File: config.mk
export PLATFORM = sky130hd
export DESIGN_NAME = dly_tap_ctrl
export DESIGN_NICKNAME = d
export VERILOG_FILES = /design/src/rtl/dly_tap_ctrl.sv
export SDC_FILE = /design/constraint.sdc
export NUM_CORES = 1
export LEC_CHECK = 0
export CORE_MARGIN = 1.5
export CORE_UTILIZATION = 34
export DETAILED_ROUTE_END_ITERATION = 16
export GPL_TIMING_DRIVEN = 0
export HOLD_SLACK_MARGIN = 0.12
export PLACE_DENSITY = 0.59
export REMOVE_ABC_BUFFERS = 1
export SYNTH_ARGS = -nofsm -noshare
export SYNTH_HDL_FRONTEND = slang
export SYNTH_SLANG_ARGS = --single-unit
File: constraint.sdc
create_clock -name clk_i -period 1.7 [get_ports clk_i]
set_input_delay 0.34 -clock clk_i [delete_from_list [all_inputs] [get_ports clk_i]]
set_output_delay 0.34 -clock clk_i [all_outputs]
set_load 0.02 [all_outputs]
File: src/rtl/dly_tap_ctrl.sv
`default_nettype none
// ============================================================================
// Module   : dly_tap_ctrl
// Purpose  : Tap-value controller for the load/adjust control interface of an
//            input or output delay primitive. On request it optionally pulses
//            DLY_LOAD, then issues DLY_ADJ pulses until the tap read back
//            from the primitive equals the requested target. Every pulse is
//            PULSE_W cycles high and GAP_W cycles low, so the primitive's
//            two-flop edge detector sees exactly one rising edge per pulse.
//            Each tap update also settles before the next compare.
// Revision : 1.0 - initial release
// ----------------------------------------------------------------------------
// Build option:
//   DLY_TAP_CTRL_TIMEOUT_EN  - when defined, adds the adjust-step limit
//                              (MAX_STEPS) and stuck-tap detection. A failed
//                              request ends with a sticky error_o. When not
//                              defined, error_o is tied low and the
//                              controller adjusts until the tap matches.
// ----------------------------------------------------------------------------
// Parameters:
//   PULSE_W    cycles DLY_LOAD / DLY_ADJ are held high per pulse (2..15)
//   GAP_W      cycles held low after each pulse before read-back (3..15)
//   MAX_STEPS  adjust pulses allowed per request (timeout build, 1..255)
// Ports:
//   clk_i            clock shared with the delay primitive
//   rst_ni           asynchronous active-low reset
//   start_i          request, sampled only while idle
//   load_req_i       sampled with start_i, 1 = load pulse before adjusting
//   target_i[5:0]    requested tap, latched when a request is accepted
//   dly_tap_value_i  tap value read back from the primitive
//   dly_load_o       load pulse to the primitive
//   dly_adj_o        adjust pulse to the primitive
//   dly_incdec_o     adjust direction to the primitive, 1 = increment
//   busy_o           high from accept until done_o / error_o
//   done_o           one-cycle pulse, tap equals target
//   error_o          sticky failure flag, cleared by the next accepted start
// ============================================================================
module dly_tap_ctrl #(
    parameter int PULSE_W   = 2,
    parameter int GAP_W     = 3,
    parameter int MAX_STEPS = 70
) (
    input  logic       clk_i,
    input  logic       rst_ni,
    input  logic       start_i,
    input  logic       load_req_i,
    input  logic [5:0] target_i,
    input  logic [5:0] dly_tap_value_i,
    output logic       dly_load_o,
    output logic       dly_adj_o,
    output logic       dly_incdec_o,
    output logic       busy_o,
    output logic       done_o,
    output logic       error_o
);

    // ------------------------------------------------------------------------
    // State encoding
    // ------------------------------------------------------------------------
    localparam logic [2:0] S_IDLE    = 3'd0;
    localparam logic [2:0] S_LOAD_HI = 3'd1;
    localparam logic [2:0] S_LOAD_LO = 3'd2;
    localparam logic [2:0] S_CHECK   = 3'd3;
    localparam logic [2:0] S_ADJ_HI  = 3'd4;
    localparam logic [2:0] S_ADJ_LO  = 3'd5;
    localparam logic [2:0] S_FINISH  = 3'd6;
    localparam logic [2:0] S_FAIL    = 3'd7;

    // Last count value of the high and low phases of a pulse.
    localparam logic [3:0] PULSE_LAST = 4'(PULSE_W - 1);
    localparam logic [3:0] GAP_LAST   = 4'(GAP_W - 1);

    // ------------------------------------------------------------------------
    // Declarations
    // ------------------------------------------------------------------------
    logic [2:0] state_q;
    logic [2:0] state_d;
    logic [3:0] cnt_q;
    logic [3:0] cnt_d;
    logic [5:0] target_q;
    logic [5:0] target_d;

    logic       dly_load_q;
    logic       dly_load_d;
    logic       dly_adj_q;
    logic       dly_adj_d;
    logic       dly_incdec_q;
    logic       dly_incdec_d;
    logic       busy_q;
    logic       busy_d;
    logic       done_q;
    logic       done_d;

    logic       w_accept;
    logic       w_tap_eq;
    logic       w_tap_below;
    logic       w_fail;

    // A request is only taken while idle; start_i is ignored otherwise.
    assign w_accept    = (state_q == S_IDLE) && start_i;
    assign w_tap_eq    = (dly_tap_value_i == target_q);
    assign w_tap_below = (dly_tap_value_i < target_q);

    // ------------------------------------------------------------------------
    // Optional timeout / stuck-tap supervision
    // ------------------------------------------------------------------------
`ifdef DLY_TAP_CTRL_TIMEOUT_EN
    localparam logic [7:0] STEP_LIMIT = 8'(MAX_STEPS);

    logic [7:0] step_q;
    logic [7:0] step_d;
    logic [5:0] prev_tap_q;
    logic [5:0] prev_tap_d;
    logic       error_q;
    logic       error_d;

    always_comb begin
        step_d     = step_q;
        prev_tap_d = prev_tap_q;
        error_d    = error_q;
        if (w_accept) begin
            step_d  = 8'd0;
            error_d = 1'b0;
        end else begin
            // Count adjust pulses on entry to the high phase, saturating.
            if ((state_q != S_ADJ_HI) && (state_d == S_ADJ_HI) && (step_q != 8'hFF)) begin
                step_d = step_q + 8'd1;
            end
            if (state_q == S_FAIL) begin
                error_d = 1'b1;
            end
        end
        if (state_q == S_CHECK) begin
            prev_tap_d = dly_tap_value_i;
        end
    end

    always_ff @(posedge clk_i or negedge rst_ni) begin
        if (!rst_ni) begin
            step_q     <= 8'd0;
            prev_tap_q <= 6'd0;
            error_q    <= 1'b0;
        end else begin
            step_q     <= step_d;
            prev_tap_q <= prev_tap_d;
            error_q    <= error_d;
        end
    end

    // Every CHECK after the first adjust of a request follows an adjust, so
    // a nonzero step count means prev_tap_q holds the pre-adjust tap. An
    // unchanged tap then means the primitive did not respond.
    assign w_fail  = (step_q == STEP_LIMIT) ||
                     ((step_q != 8'd0) && (dly_tap_value_i == prev_tap_q));
    assign error_o = error_q;
`else
    assign w_fail  = 1'b0;
    assign error_o = 1'b0;

    // The step limit only matters with supervision built in; this empty
    // block keeps the parameter referenced so both builds share one
    // parameter list.
    if (MAX_STEPS < 1) begin : g_step_limit_unused
    end
`endif

    // ------------------------------------------------------------------------
    // FSM: state register
    // ------------------------------------------------------------------------
    always_ff @(posedge clk_i or negedge rst_ni) begin
        if (!rst_ni) begin
            state_q  <= S_IDLE;
            cnt_q    <= 4'd0;
            target_q <= 6'd0;
        end else begin
            state_q  <= state_d;
            cnt_q    <= cnt_d;
            target_q <= target_d;
        end
    end

    // ------------------------------------------------------------------------
    // FSM: next-state logic
    // ------------------------------------------------------------------------
    always_comb begin
        state_d  = state_q;
        target_d = target_q;
        if (w_accept) begin
            target_d = target_i;
        end

        case (state_q)
            S_IDLE: begin
                if (start_i) begin
                    state_d = load_req_i ? S_LOAD_HI : S_CHECK;
                end
            end
            S_LOAD_HI: begin
                if (cnt_q == PULSE_LAST) begin
                    state_d = S_LOAD_LO;
                end
            end
            S_LOAD_LO: begin
                if (cnt_q == GAP_LAST) begin
                    state_d = S_CHECK;
                end
            end
            S_CHECK: begin
                if (w_tap_eq) begin
                    state_d = S_FINISH;
                end else if (w_fail) begin
                    state_d = S_FAIL;
                end else begin
                    state_d = S_ADJ_HI;
                end
            end
            S_ADJ_HI: begin
                if (cnt_q == PULSE_LAST) begin
                    state_d = S_ADJ_LO;
                end
            end
            S_ADJ_LO: begin
                if (cnt_q == GAP_LAST) begin
                    state_d = S_CHECK;
                end
            end
            S_FINISH: state_d = S_IDLE;
            S_FAIL:   state_d = S_IDLE;
            default:  state_d = S_IDLE;
        endcase

        // Phase counter restarts on every state change; it only matters in
        // the four timed pulse phases.
        cnt_d = (state_d == state_q) ? (cnt_q + 4'd1) : 4'd0;
    end

    // ------------------------------------------------------------------------
    // FSM: output logic (next values of the registered outputs)
    // ------------------------------------------------------------------------
    // Outputs follow the registered state one cycle later, so the pulse
    // widths on the pins equal the time spent in LOAD_HI / ADJ_HI and the
    // two pulse outputs can never be high together.
    always_comb begin
        dly_load_d   = (state_q == S_LOAD_HI);
        dly_adj_d    = (state_q == S_ADJ_HI);
        done_d       = (state_q == S_FINISH);

        busy_d = busy_q;
        if (w_accept) begin
            busy_d = 1'b1;
        end else if ((state_q == S_FINISH) || (state_q == S_FAIL)) begin
            busy_d = 1'b0;
        end

        // Direction is only decided in CHECK when an adjust follows, and is
        // therefore stable through the whole adjust pulse and its gap.
        dly_incdec_d = dly_incdec_q;
        if ((state_q == S_CHECK) && (state_d == S_ADJ_HI)) begin
            dly_incdec_d = w_tap_below;
        end
    end

    always_ff @(posedge clk_i or negedge rst_ni) begin
        if (!rst_ni) begin
            dly_load_q   <= 1'b0;
            dly_adj_q    <= 1'b0;
            dly_incdec_q <= 1'b0;
            busy_q       <= 1'b0;
            done_q       <= 1'b0;
        end else begin
            dly_load_q   <= dly_load_d;
            dly_adj_q    <= dly_adj_d;
            dly_incdec_q <= dly_incdec_d;
            busy_q       <= busy_d;
            done_q       <= done_d;
        end
    end

    assign dly_load_o   = dly_load_q;
    assign dly_adj_o    = dly_adj_q;
    assign dly_incdec_o = dly_incdec_q;
    assign busy_o       = busy_q;
    assign done_o       = done_q;

endmodule
`default_nettype wire
=== Word level (Yosys, flattened, before mapping) ===
Index checks and enable logic that the tools add are counted.

* Bits in registers: 18
* Logic and storage cells: 39
* Memories: 0
* Output and inout bits: 6
* Memory bits (writable): 0
* Input port bits: 16
* Latch bits: 0
* Bits in read-only memories: 0

* Muxes and demuxes: 10
* $add $sub $neg: 1
* Equality and inequality tests: 12
* Divide/modulo/power cells: 0
* Shift-type cells: 0
* Reduce and logical (&&, ||, !) cells: 7
* $mul: 0
* Bitwise logic cells: 0
* Magnitude comparators: 1

{| class="wikitable"
|+ Operator list
! cell !! number
|-
| 3-bit one-hot mux with 6 select lines || 1
|-
| 3-bit == test, second input constant || 5
|-
| 3-bit two-way mux || 4
|-
| 3-bit by 2-bit == test with 1-bit output, second input constant || 2
|-
| 6-bit == test || 1
|-
| 6-bit less-than comparator || 1
|-
| 4-bit by 1-bit adder with 4-bit output, second input constant || 1
|-
| 4-bit by 1-bit == test with 1-bit output, second input constant || 1
|-
| 4-bit by 2-bit == test with 1-bit output, second input constant || 1
|-
| 2-bit two-way mux || 2
|-
| 4-bit two-way mux || 1
|-
| 2-bit OR reduction || 2
|-
| 3-bit by 1-bit == test with 1-bit output, second input constant || 1
|-
| 3-bit == test || 1
|-
| 3-bit zero test || 1
|-
| 1-bit logical AND || 2
|-
| 1-bit two-way mux || 2
|-
| 2-bit nonzero test || 1
|-
| 1-bit logical OR || 1
|}

=== Logic depth before layout (Yosys ltp) ===
Gate-level depths: netlist (run 1).

* Depth in word-level cells: 5
* Gate-level depth with buffers: 6

=== Worst setup path before layout (run 1) ===
Ideal clock, no wire load.

* Path kind: register to register
* From: reg cnt_q[0]
* To: reg cnt_q[3]
* Clock period less this slack: 1.430 ns
* Stages on the path, launching flop included: 7
* Data required time: 1.569 ns
* Library setup time: 0.131 ns
* Arrival: 1.299 ns
* Setup slack: 0.270 ns
* Cells stage by stage: dfrtp_1 > inv_1 > ha_1 > nor3b_2 > o22ai_1 > o31ai_2 > nor2_1

* Word-level cells in the longest chain between the ends: 5
* Elaborated cells between the ends (all ways): 9
* Those cells by class: add/sub (1); eq/ne (3); mux (5)

{| class="wikitable"
|+ Ends and longest elaborated chain
! what !! RTL line !! source
|-
| start: declaration || 78 || <nowiki>logic [3:0] cnt_q;</nowiki>
|-
| start signal: assignment || 177 || <nowiki>cnt_q <= cnt_d;</nowiki>
|-
| 4-bit by 2-bit == test with 1-bit output / 4-bit by 1-bit == test with 1-bit output (equally long branches) || - ||
|-
| 3-bit two-way mux, on equally long branches || - ||
|-
| 3-bit one-hot mux with 6 select lines || 192 || <nowiki>case (state_q)</nowiki>
|-
| 3-bit == test || 234 || <nowiki>cnt_d = (state_d == state_q) ? (cnt_q + 4'd1) : 4'd0;</nowiki>
|-
| 4-bit two-way mux (*) || 234 ||
|-
| net cnt_d[3] || 79 || <nowiki>logic [3:0] cnt_d;</nowiki>
|}

The timed path passes the listed nets; every way through them passes the cells marked *.
A chain may end at the register's enable or synchronous reset.

=== Worst setup path after layout (run 1) ===
* From: reg busy_q (netlist: busy_o)
* To: out busy_o

{| class="wikitable"
|+ RTL lines
! what !! RTL line !! source
|-
| start: declaration || 89 || <nowiki>logic busy_q;</nowiki>
|-
| start signal: assignment || 274 || <nowiki>busy_q <= busy_d;</nowiki>
|-
| end: declaration || 52 || <nowiki>output logic busy_o,</nowiki>
|}

No word-level cell between the ends.

==> run_results.csv, run 1 <==
group,metric,value,unit
outcome,outcome,"completed",
timing,layout_min_cycle_time,1.598,ns
timing,fmax,0.6258,GHz
grt,grt_max_degree,19,
critical_path,worst-setup-path-type,"reg -> out",
final_layout,drive_above_1_share,10.08,%
pwr,p_sw,0.0007521,W
grt,met3_usage,4.608,%
yosys,syn_avg_cell_area,10.09,sq um
final_layout,area_delta_synth_final,26.84,%
pwr,sw_frac_of_total,39.45,%
routing,drt_iter0_drc,10,
pwr,ir_drop,0.7976,mV
critical_path,cpPeakStageDelay,0.61,ns
routing,wire_per_inst,12.33,um
timing,setup_slack,0.1021,ns
yosys,synth_area,988.4,sq um
grt,met1_usage,15.76,%
critical_path,cp_num_buf_inv,1,
critical_path,crit_path_start_kind,"flip-flop",
critical_path,cp_top_family,"buffers and inverters",
routing,dr.pass1.iters,4,
timing,hold_viol_final,0,
routing,vias_per_cell,4.947,
routing,ant_nets,0,
final_layout,antenna_cells,0,
flow_run,maxCapViolations,0,
yosys,synth_most_common_cell,"dfrtp_1",
clock_network,cts_sinks,18,
timing,whs,0.4870,ns
clock_network,cts_made_buffers,3,
yosys,ys_ff_latch,18,
timing,slew_viol_final,0,
clock_network,cts_buffer_depth,2,
clock_network,hold_buffers,0,
final_layout,num-nets-final,146,
clock_network,path_clk_slew,0.10,ns
min_path,hp-class,"reg -> reg",
pwr,p_seq_share,41.7,%
yosys,synth_edf_count,0,
final_layout,final_util,45.46,%
critical_path,arrival,1.26,ns
critical_path,cp_max_fo,2,
pwr,clock_power_share,11.0,%
timing,clock_skew,0.0006802,ns
clock_network,cts_tree,"yes",
pwr,leakage,0.5699,nW
grt,grt_pass1_wl,3.153,mm
clock_network,worstSkewPairLatency,0.29,ns
final_layout,final.fill_count,280,
yosys,ys_seq_area_share,45.57,%
yosys,yosys-top-cells-area,"dfrtp_1 46%, ha_1 11%, nand2_1 4.2%, inv_1 3.8%, o21ai_0 3.5%",
timing,setup_violations,0,
timing,worst_slew_pin_slew,0.8289,ns
yosys,async_reset_ff_share,100.0,%
floorplan,fp-row-count,19,
floorplan,start_util,35.84,%
yosys,yosys_warnings,0,
yosys,ys.flop_type,"dfrtp_1",
place,dp_slack,-0.5226,ns
floorplan,die_h,56.92,um
yosys,synthCells,98,
clock_network,htreeDepth,1,
floorplan,core,0.002758,sq mm
yosys,ys_types,33,
place,dp_hpwl,1.323,mm
critical_path,slowest_stage,"clkdlybuf4s50_1",
pwr,power.density,1521,mW/mm^2
routing,post-route-drc-count,0,
yosys,synth.top_cell.area_share,45.57,%
routing,num_vias,742,
grt,overflow,0,
place,routabilityCongestion,0.7338,
grt,antenna_found_initial,0,
critical_path,worstPathRequired,1.36,ns
routing,wl,1.849,mm
grt,grt_use_met2,20.53,%
timing,slew_headroom,44.56,%
critical_path,path_cells,"clkdlybuf4s50_1",
grt,grt_pass1_vias,710,
place,numPortBuffers,20,
clock_network,clockRootBuffer,"clkbuf_4",
final_layout,multi_input_area,481.7,sq um
final_layout,seq_area,450.4,sq um
grt,grt-busiest-layer,"met2",
pwr,combPwrFrac,47.3,%
critical_path,crit_path_end_kind,"output port",
pwr,internal_power,0.001154,W
yosys,ys_top_cells_by_count,"18 x dfrtp_1, 11 x nand2_1, 10 x inv_1",
timing,fin_crit_sh,93.99,%
grt,grt_use_total,12.54,%
floorplan,ios,22,
floorplan,dieArea,0.003240,sq mm
yosys,yosysTopAreaCell,"dfrtp_1",
floorplan,die_w,56.92,um
[worst paths after layout]
| check | startpoint | end | slack [ns] | cells past startpoint |
|---|---|---|---|---|
| min in group asynchronous | rst_ni | done_o$_DFF_PN0_ | 0.52 | 1 |
| setup reg to reg | cnt_q[0]$_DFF_PN0_ | cnt_q[3]$_DFF_PN0_ | 0.14 | 7 |
| setup / recovery | busy_o$_DFFE_PN0P_ | busy_o | 0.10 | 1 |
| hold / removal | dly_incdec_o$_DFFE_PN0P_ | dly_incdec_o$_DFFE_PN0P_ | 0.49 | 2 |
| max in group asynchronous | rst_ni | target_q[2]$_DFFE_PN0P_ | 0.67 | 1 |
| hold reg to reg | dly_incdec_o$_DFFE_PN0P_ | dly_incdec_o$_DFFE_PN0P_ | 0.49 | 2 |
[flip-flops by register name, indices dropped and copies added (netlist names)]
name / count
dly_incdec_o: 1
dly_load_o: 1
target_q: 6
dly_adj_o: 1
busy_o: 1
cnt_q: 4
done_o: 1
state_q: 3
[placed cells by master, fill, tap and decap left out, types with 2 or more instances in the layout]
master | netlist | layout
a211oi_1 | 2 | 2
buf_4 | 1 | 3
clkbuf_4 | 0 | 3
clkdlybuf4s50_1 | 0 | 20
dfrtp_1 | 18 | 18
ha_1 | 9 | 9
inv_1 | 10 | 10
mux2i_1 | 2 | 2
nand2_1 | 11 | 11
nor2_1 | 6 | 6
nor2b_1 | 2 | 2
nor3b_1 | 2 | 2
nor3b_2 | 2 | 2
o21ai_0 | 7 | 7
o31ai_1 | 3 | 3
[kinds of logic after synthesis]
kind of cell	count (synthesis)	share of synthesized area, %
xor+xnor	2	1.772
fa+ha+maj	9	11.39
compound gates	21	14.30
mux	3	3.165
flops	18	45.57
buf+inv	15	6.583
simple gates	29	16.83
other cells	1	0.3794
[what timing repair did]
action | in CTS | in global routing
gates resized for setup | 1 | 0
pin swaps | 1 | 1
buffers inserted | 2 | 1
setup endpoints to repair | 6 | 4
endpoints found under the hold margin | 0 | 0
[layer usage]
metal | vias to the layer above | wire length (um)
li1 | 380 | -
met1 | 335 | 860
met2 | 25 | 870
met3 | 2 | 107
met4 | 0 | 10
met5 | - | 0
[power by group through the flow]
stage,combinational [W],clock (W),sequential [W]
floorplan,0.000540,0,0.000811
finish,0.000903,0.000210,0.000794
global route,0.00103,0.000237,0.000825
global placement,0.000826,0,0.000786
detailed placement,0.000847,0,0.000790
CTS,0.000882,0.000224,0.000791
[cell type report]
| cell class | count | share of cell area (%) |
|---|---|---|
| sequential | 18 | 35.93 |
| inverter | 10 | 2.994 |
| multi-input combinational | 65 | 38.42 |
| timing repair buffer | 23 | 17.76 |
| clock buffer | 3 | 1.796 |
| tap | 31 | 3.094 |
[stage by stage]
step	cells	instance area [sq um]	total power (W)	TNS, ns
2_1_floorplan	93	960.9	0.001351	0
3_3_place_gp	144	1200	0.001612	-2.393
3_5_place_dp	144	1200	0.001637	-2.496
4_1_cts	149	1246	0.001897	0
5_1_grt	150	1254	0.002089	-0.008797
6_report	150	1254	0.001907	0
(Power assumes the default switching activity.)
==> inputs of run 2 (changes only) <==
SLEW_MARGIN = 40   (was not set)
==> run 2 against run 1 <==
Non-clock buffer count rose by 3; combinational power rose by 3.8%; highest routed layer unchanged; worst setup slack improved by 0.00078 ns; critical endpoint unchanged; critical path depth did not move; first-iteration DRC count rose to 2.6 times the previous value; worst hold slack barely moved; count of clock-buffer cells in the layout did not move; critical path type unchanged; sequential share of layout area fell by 0.91 points.
==> run_results.csv, run 2 (synthesis results as in run 1) <==
group,metric,value,unit
floorplan,die_w,56.92,um
flow_run,maxCapViolations,0,
critical_path,cp-startpoint,"busy_o$_DFFE_PN0P_",
timing,whs,0.4874,ns
place,routabilityCongestion,0.7338,
final_layout,drive_above_1_share,12.30,%
critical_path,endpoint,"busy_o",
min_path,hp-class,"reg -> reg",
outcome,outcome,"completed",
floorplan,ios,22,
floorplan,core,0.002758,sq mm
clock_network,worstSkewPairLatency,0.29,ns
timing,hold_viol_final,0,
grt,grt_pass1_vias,718,
floorplan,die_h,56.92,um
place,place_area,0.001204,sq mm
pwr,power.density,1511,mW/mm^2
critical_path,cp.depth,1,
critical_path,worst_r2r_path_depth,6,
final_layout,regMostFlops,"target_q",
final_layout,largest_register_ffs,6,
grt,antenna_found_initial,0,
clock_network,cts_buffer_depth,2,
routing,vias_per_cell,4.967,
critical_path,crit_path_end_kind,"output port",
critical_path,slowest_stage,"clkdlybuf4s50_1",
grt,grt_use_total,12.30,%
grt,grt_pass1_wl,3.077,mm
routing,wire_per_inst,12.11,um
floorplan,fp-row-count,19,
critical_path,arrival,1.26,ns
routing,drt_iter0_drc,26,
critical_path,worstPathRequired,1.36,ns
timing,slew_viol_final,0,
routing,post-route-drc-count,0,
critical_path,r2r_setup_slack,0.13,ns
floorplan,start_util,35.84,%
clock_network,cts_made_buffers,3,
timing,clock_skew,0.0007725,ns
critical_path,cp_num_buf_inv,1,
critical_path,worst-setup-path-type,"reg -> out",
floorplan,dieArea,0.003240,sq mm
final_layout,final_cell_mix,"19 x clkdlybuf4s50_1, 18 x dfrtp_1, 11 x nand2_1",
critical_path,cpPeakStageDelay,0.61,ns
timing,fin_crit_sh,93.95,%
timing,layout_min_cycle_time,1.597,ns
routing,ant_nets,0,
final_layout,num-nets-final,149,
clock_network,path_clk_slew,0.10,ns
grt,overflow,0,
final_layout,reg.largest.list,"target_q: 6 flops, cnt_q: 4 flops, state_q: 3 flops",
critical_path,path_cells,"clkdlybuf4s50_1",
critical_path,cp_top_family,"buffers and inverters",
timing,rsz0062_at_grt,"no",
critical_path,crit_path_start_kind,"flip-flop",
timing,setup_violations,0,
place,numPortBuffers,20,
final_layout,design_area,0.001286,sq mm
final_layout,area_delta_synth_final,30.13,%
critical_path,cp_max_fo,2,
routing,wl,1.853,mm
critical_path,r2r-start,"cnt_q[1]$_DFF_PN0_",
clock_network,cts_sinks,18,
routing,num_vias,760,
clock_network,cts_tree,"yes",
place,dp_hpwl,1.333,mm
critical_path,r2r-end,"cnt_q[3]$_DFF_PN0_",
pwr,leakage,0.5827,nW
final_layout,antenna_cells,0,
timing,fmax,0.6261,GHz
clock_network,clockRootBuffer,"clkbuf_4",
clock_network,htreeDepth,1,
final_layout,layout_commonest_cell,"clkdlybuf4s50_1",
routing,dr.pass1.iters,4,
grt,grt_max_degree,19,
pwr,ir_drop,0.7958,mV
run 2: worst min-delay path by stage:
| stage | start | endpoint | slack [ns] | cells after the start |
|---|---|---|---|---|
| after floorplan | rst_ni | busy_o$_DFFE_PN0P_ | 0.04 | 0 |
| after global placement | busy_o$_DFFE_PN0P_ | busy_o$_DFFE_PN0P_ | 0.46 | 1 |
| after detailed placement | rst_ni | dly_adj_o$_DFF_PN0_ | 0.30 | 1 |
| after CTS | busy_o$_DFFE_PN0P_ | busy_o$_DFFE_PN0P_ | 0.49 | 1 |
| after global routing | rst_ni | target_q[5]$_DFFE_PN0P_ | 0.52 | 2 |
| final | dly_incdec_o$_DFFE_PN0P_ | dly_incdec_o$_DFFE_PN0P_ | 0.49 | 2 |
run 2: repair_timing:
item                                    in CTS  in global routing
pin swaps                                    1                  1
endpoints found under the setup margin       1                  4
hold endpoints to repair                    18                  0
hold buffers                                 1                  0
resized for setup                            0                  2
buffers inserted                             2                  3
run 2: layout make-up:
cell class                      count  area (sq um)
Timing Repair Buffer               26         242.7
Fill cell                         274          1471
Clock buffer                        3         22.52
Inverter                           10         37.54
Sequential cell                    18         450.4
Tap cell                           31         38.79
Multi-Input combinational cell     65         494.2
run 2: worst register-to-register path: stages (launching register included):
cell and delay (ns):
dfrtp_1 0.42, inv_1 0.07, ha_1 0.14, nor3b_4 0.22
a211oi_1 0.13, o31ai_2 0.38, nor2_1 0.09
run 2: per-stage QoR:
step / utilization (%) / instances / setup WS [ns] / TNS (ns) / total power (W)
floorplan: - / 93 / 0.04879 / 0 / 0.001351
detailed placement: 43.65 / 144 / -0.2522 / -0.5676 / 0.001654
global route: 46.64 / 153 / 0.003248 / 0 / 0.002143
global placement: 43.51 / 144 / -0.5244 / -2.393 / 0.001612
CTS: 45.37 / 150 / 0.03316 / 0 / 0.001900
finish: 46.64 / 153 / 0.1029 / 0 / 0.001943
run 2: layer usage:
metal	up-vias	wire [um]	GRT usage, %	share of wire, %
met2	23	902	20.53	49
met3	2	95	4.147	5.1
met5	-	0	0	0
met1	351	844	15.33	46
li1	384	-	-	-
met4	0	10	2.990	0.54
run 2: where the power goes:
part / total, W / internal, W / leakage [nW] / switching [W]
Clock: 0.000208 / 0.0000824 / 0.0138 / 0.000126
Sequential: 0.000798 / 0.000603 / 0.228 / 0.000195
Combinational: 0.000937 / 0.000498 / 0.341 / 0.000439
==> inputs of run 3 (changes only) <==
CORE_UTILIZATION = 49   (was 34)
PLACE_DENSITY = 0.79   (was 0.59)
==> run 3 against run 2 <==
Register-to-register slack better by 0.02 ns; via count fell by 0.79%; worst setup slack improved by 0.018 ns; die area down 29%; sequential power increased by 0.5%; critical endpoint unchanged; largest power group unchanged.
==> run_results.csv, run 3 (synthesis results as in run 1) <==
group,metric,value,unit
outcome,outcome,"completed",
pwr,ir_drop,0.7370,mV
critical_path,cp_num_buf_inv,1,
routing,wl,1.772,mm
final_layout,num-nets-final,147,
floorplan,ios,22,
grt,grt_pass1_wl,2.649,mm
pwr,power.density,1533,mW/mm^2
clock_network,path_clk_slew,0.09,ns
critical_path,crit_path_end_kind,"output port",
timing,setup_violations,0,
final_layout,regMostFlops,"target_q",
timing,layout_min_cycle_time,1.579,ns
clock_network,cts_made_buffers,3,
floorplan,dieArea,0.002296,sq mm
final_layout,layout_commonest_cell,"clkdlybuf4s50_1",
routing,wire_per_inst,12.05,um
final_layout,drive_above_1_share,11.67,%
routing,ant_nets,0,
pwr,leakage,0.5748,nW
clock_network,cts_tree,"yes",
critical_path,cpPeakStageDelay,0.60,ns
final_layout,area_delta_synth_final,29.62,%
final_layout,final_cell_mix,"19 x clkdlybuf4s50_1, 18 x dfrtp_1, 11 x nand2_1",
place,numPortBuffers,20,
timing,fmax,0.6334,GHz
min_path,hp-class,"reg -> reg",
timing,fin_crit_sh,92.87,%
critical_path,cp_top_family,"buffers and inverters",
routing,dr.pass1.iters,4,
critical_path,worst-setup-path-type,"reg -> out",
clock_network,cts_buffer_depth,2,
grt,grt_pass1_vias,663,
floorplan,core,0.001922,sq mm
flow_run,maxCapViolations,0,
critical_path,worstPathRequired,1.36,ns
critical_path,slowest_stage,"clkdlybuf4s50_1",
final_layout,instances_no_fill,147,
place,routabilityCongestion,0.6988,
place,placed_cells,140,
routing,vias_per_cell,5.129,
routing,num_vias,754,
routing,drt_iter0_drc,8,
place,dp_hpwl,1.330,mm
floorplan,die_w,47.92,um
final_layout,antenna_cells,0,
final_layout,reg.largest.list,"target_q: 6 flops, cnt_q: 4 flops, state_q: 3 flops",
critical_path,path_cells,"clkdlybuf4s50_1",
timing,hold_viol_final,0,
floorplan,die_h,47.92,um
grt,grt_use_total,17.04,%
clock_network,worstSkewPairLatency,0.28,ns
timing,finalSetupTns,0,ns
clock_network,htreeDepth,1,
routing,post-route-drc-count,0,
grt,antenna_found_initial,0,
grt,overflow,0,
critical_path,crit_path_start_kind,"flip-flop",
critical_path,arrival,1.24,ns
timing,rsz0062_at_grt,"no",
floorplan,fp-row-count,16,
clock_network,clockRootBuffer,"clkbuf_4",
clock_network,cts_sinks,18,
timing,whs,0.4815,ns
timing,clock_skew,0.0004979,ns
floorplan,start_util,51.43,%
critical_path,cp_max_fo,2,
timing,slew_viol_final,0,
grt,grt_max_degree,19,
final_layout,largest_register_ffs,6,
## run 3: changes by cell type in the layout (fill, tap and decap cells not counted)
cell / before / now
buf_4: 5 / 3
o22ai_1: 1 / 0
o22ai_2: 0 / 1
o31ai_2: 1 / 0
o31ai_4: 0 / 1
## run 3: through the flow
stage                     area (sq um)  utilization [%]  setup WS, ns  power, W
after CTS                         1226            63.80       0.01148  0.001869
after floorplan                  960.9                -       0.04879  0.001351
after detailed placement          1204            62.63       -0.2227  0.001659
after global routing              1281            66.67       0.02491  0.002136
final                             1281            66.67        0.1212  0.001965
after global placement            1195            62.17       -0.4678  0.001596
## run 3: path summary, 6_finish.rpt
path	startpoint	to	slack (ns)	cells after the start
setup / recovery	busy_o$_DFFE_PN0P_	busy_o	0.12	1
hold / removal	dly_incdec_o$_DFFE_PN0P_	dly_incdec_o$_DFFE_PN0P_	0.48	2
setup reg to reg	cnt_q[0]$_DFF_PN0_	state_q[1]$_DFF_PN0_	0.15	6
hold reg to reg	dly_incdec_o$_DFFE_PN0P_	dly_incdec_o$_DFFE_PN0P_	0.48	2
max in group asynchronous	rst_ni	target_q[1]$_DFFE_PN0P_	0.93	2
min in group asynchronous	rst_ni	dly_adj_o$_DFF_PN0_	0.50	2
## run 3: timing repair
item / CTS / global route
setup buffers: 0 / 3
endpoints found under the hold margin: 0 / 18
gates resized for setup: 0 / 4
hold buffers: 0 / 1
setup endpoints to repair: 0 / 6
## run 3: per-layer routing
layer	wire (um)	up-vias	track usage (%)	part of all wire (%)
li1	-	382	-	-
met1	815	350	20.37	46
met2	861	16	28.27	49
met3	54	6	3.396	3.0
met4	40	0	9.730	2.3
met5	0	-	0	0
## run 3: where the power goes
group	internal, W	total, W	switching (W)
combinational	0.000500	0.000960	0.000460
sequential	0.000602	0.000802	0.000200
clock	0.0000822	0.000202	0.000120
total	0.00118	0.00196	0.000780
## run 3: area by class of cell
class / instances / area (sq um)
fillers: 161 / 640.6
repair buffers: 24 / 227.7
flip-flops and latches: 18 / 450.4
inverters: 10 / 37.54
clock buffers: 3 / 22.52
multi-input cells: 65 / 509.2
well taps: 27 / 33.78
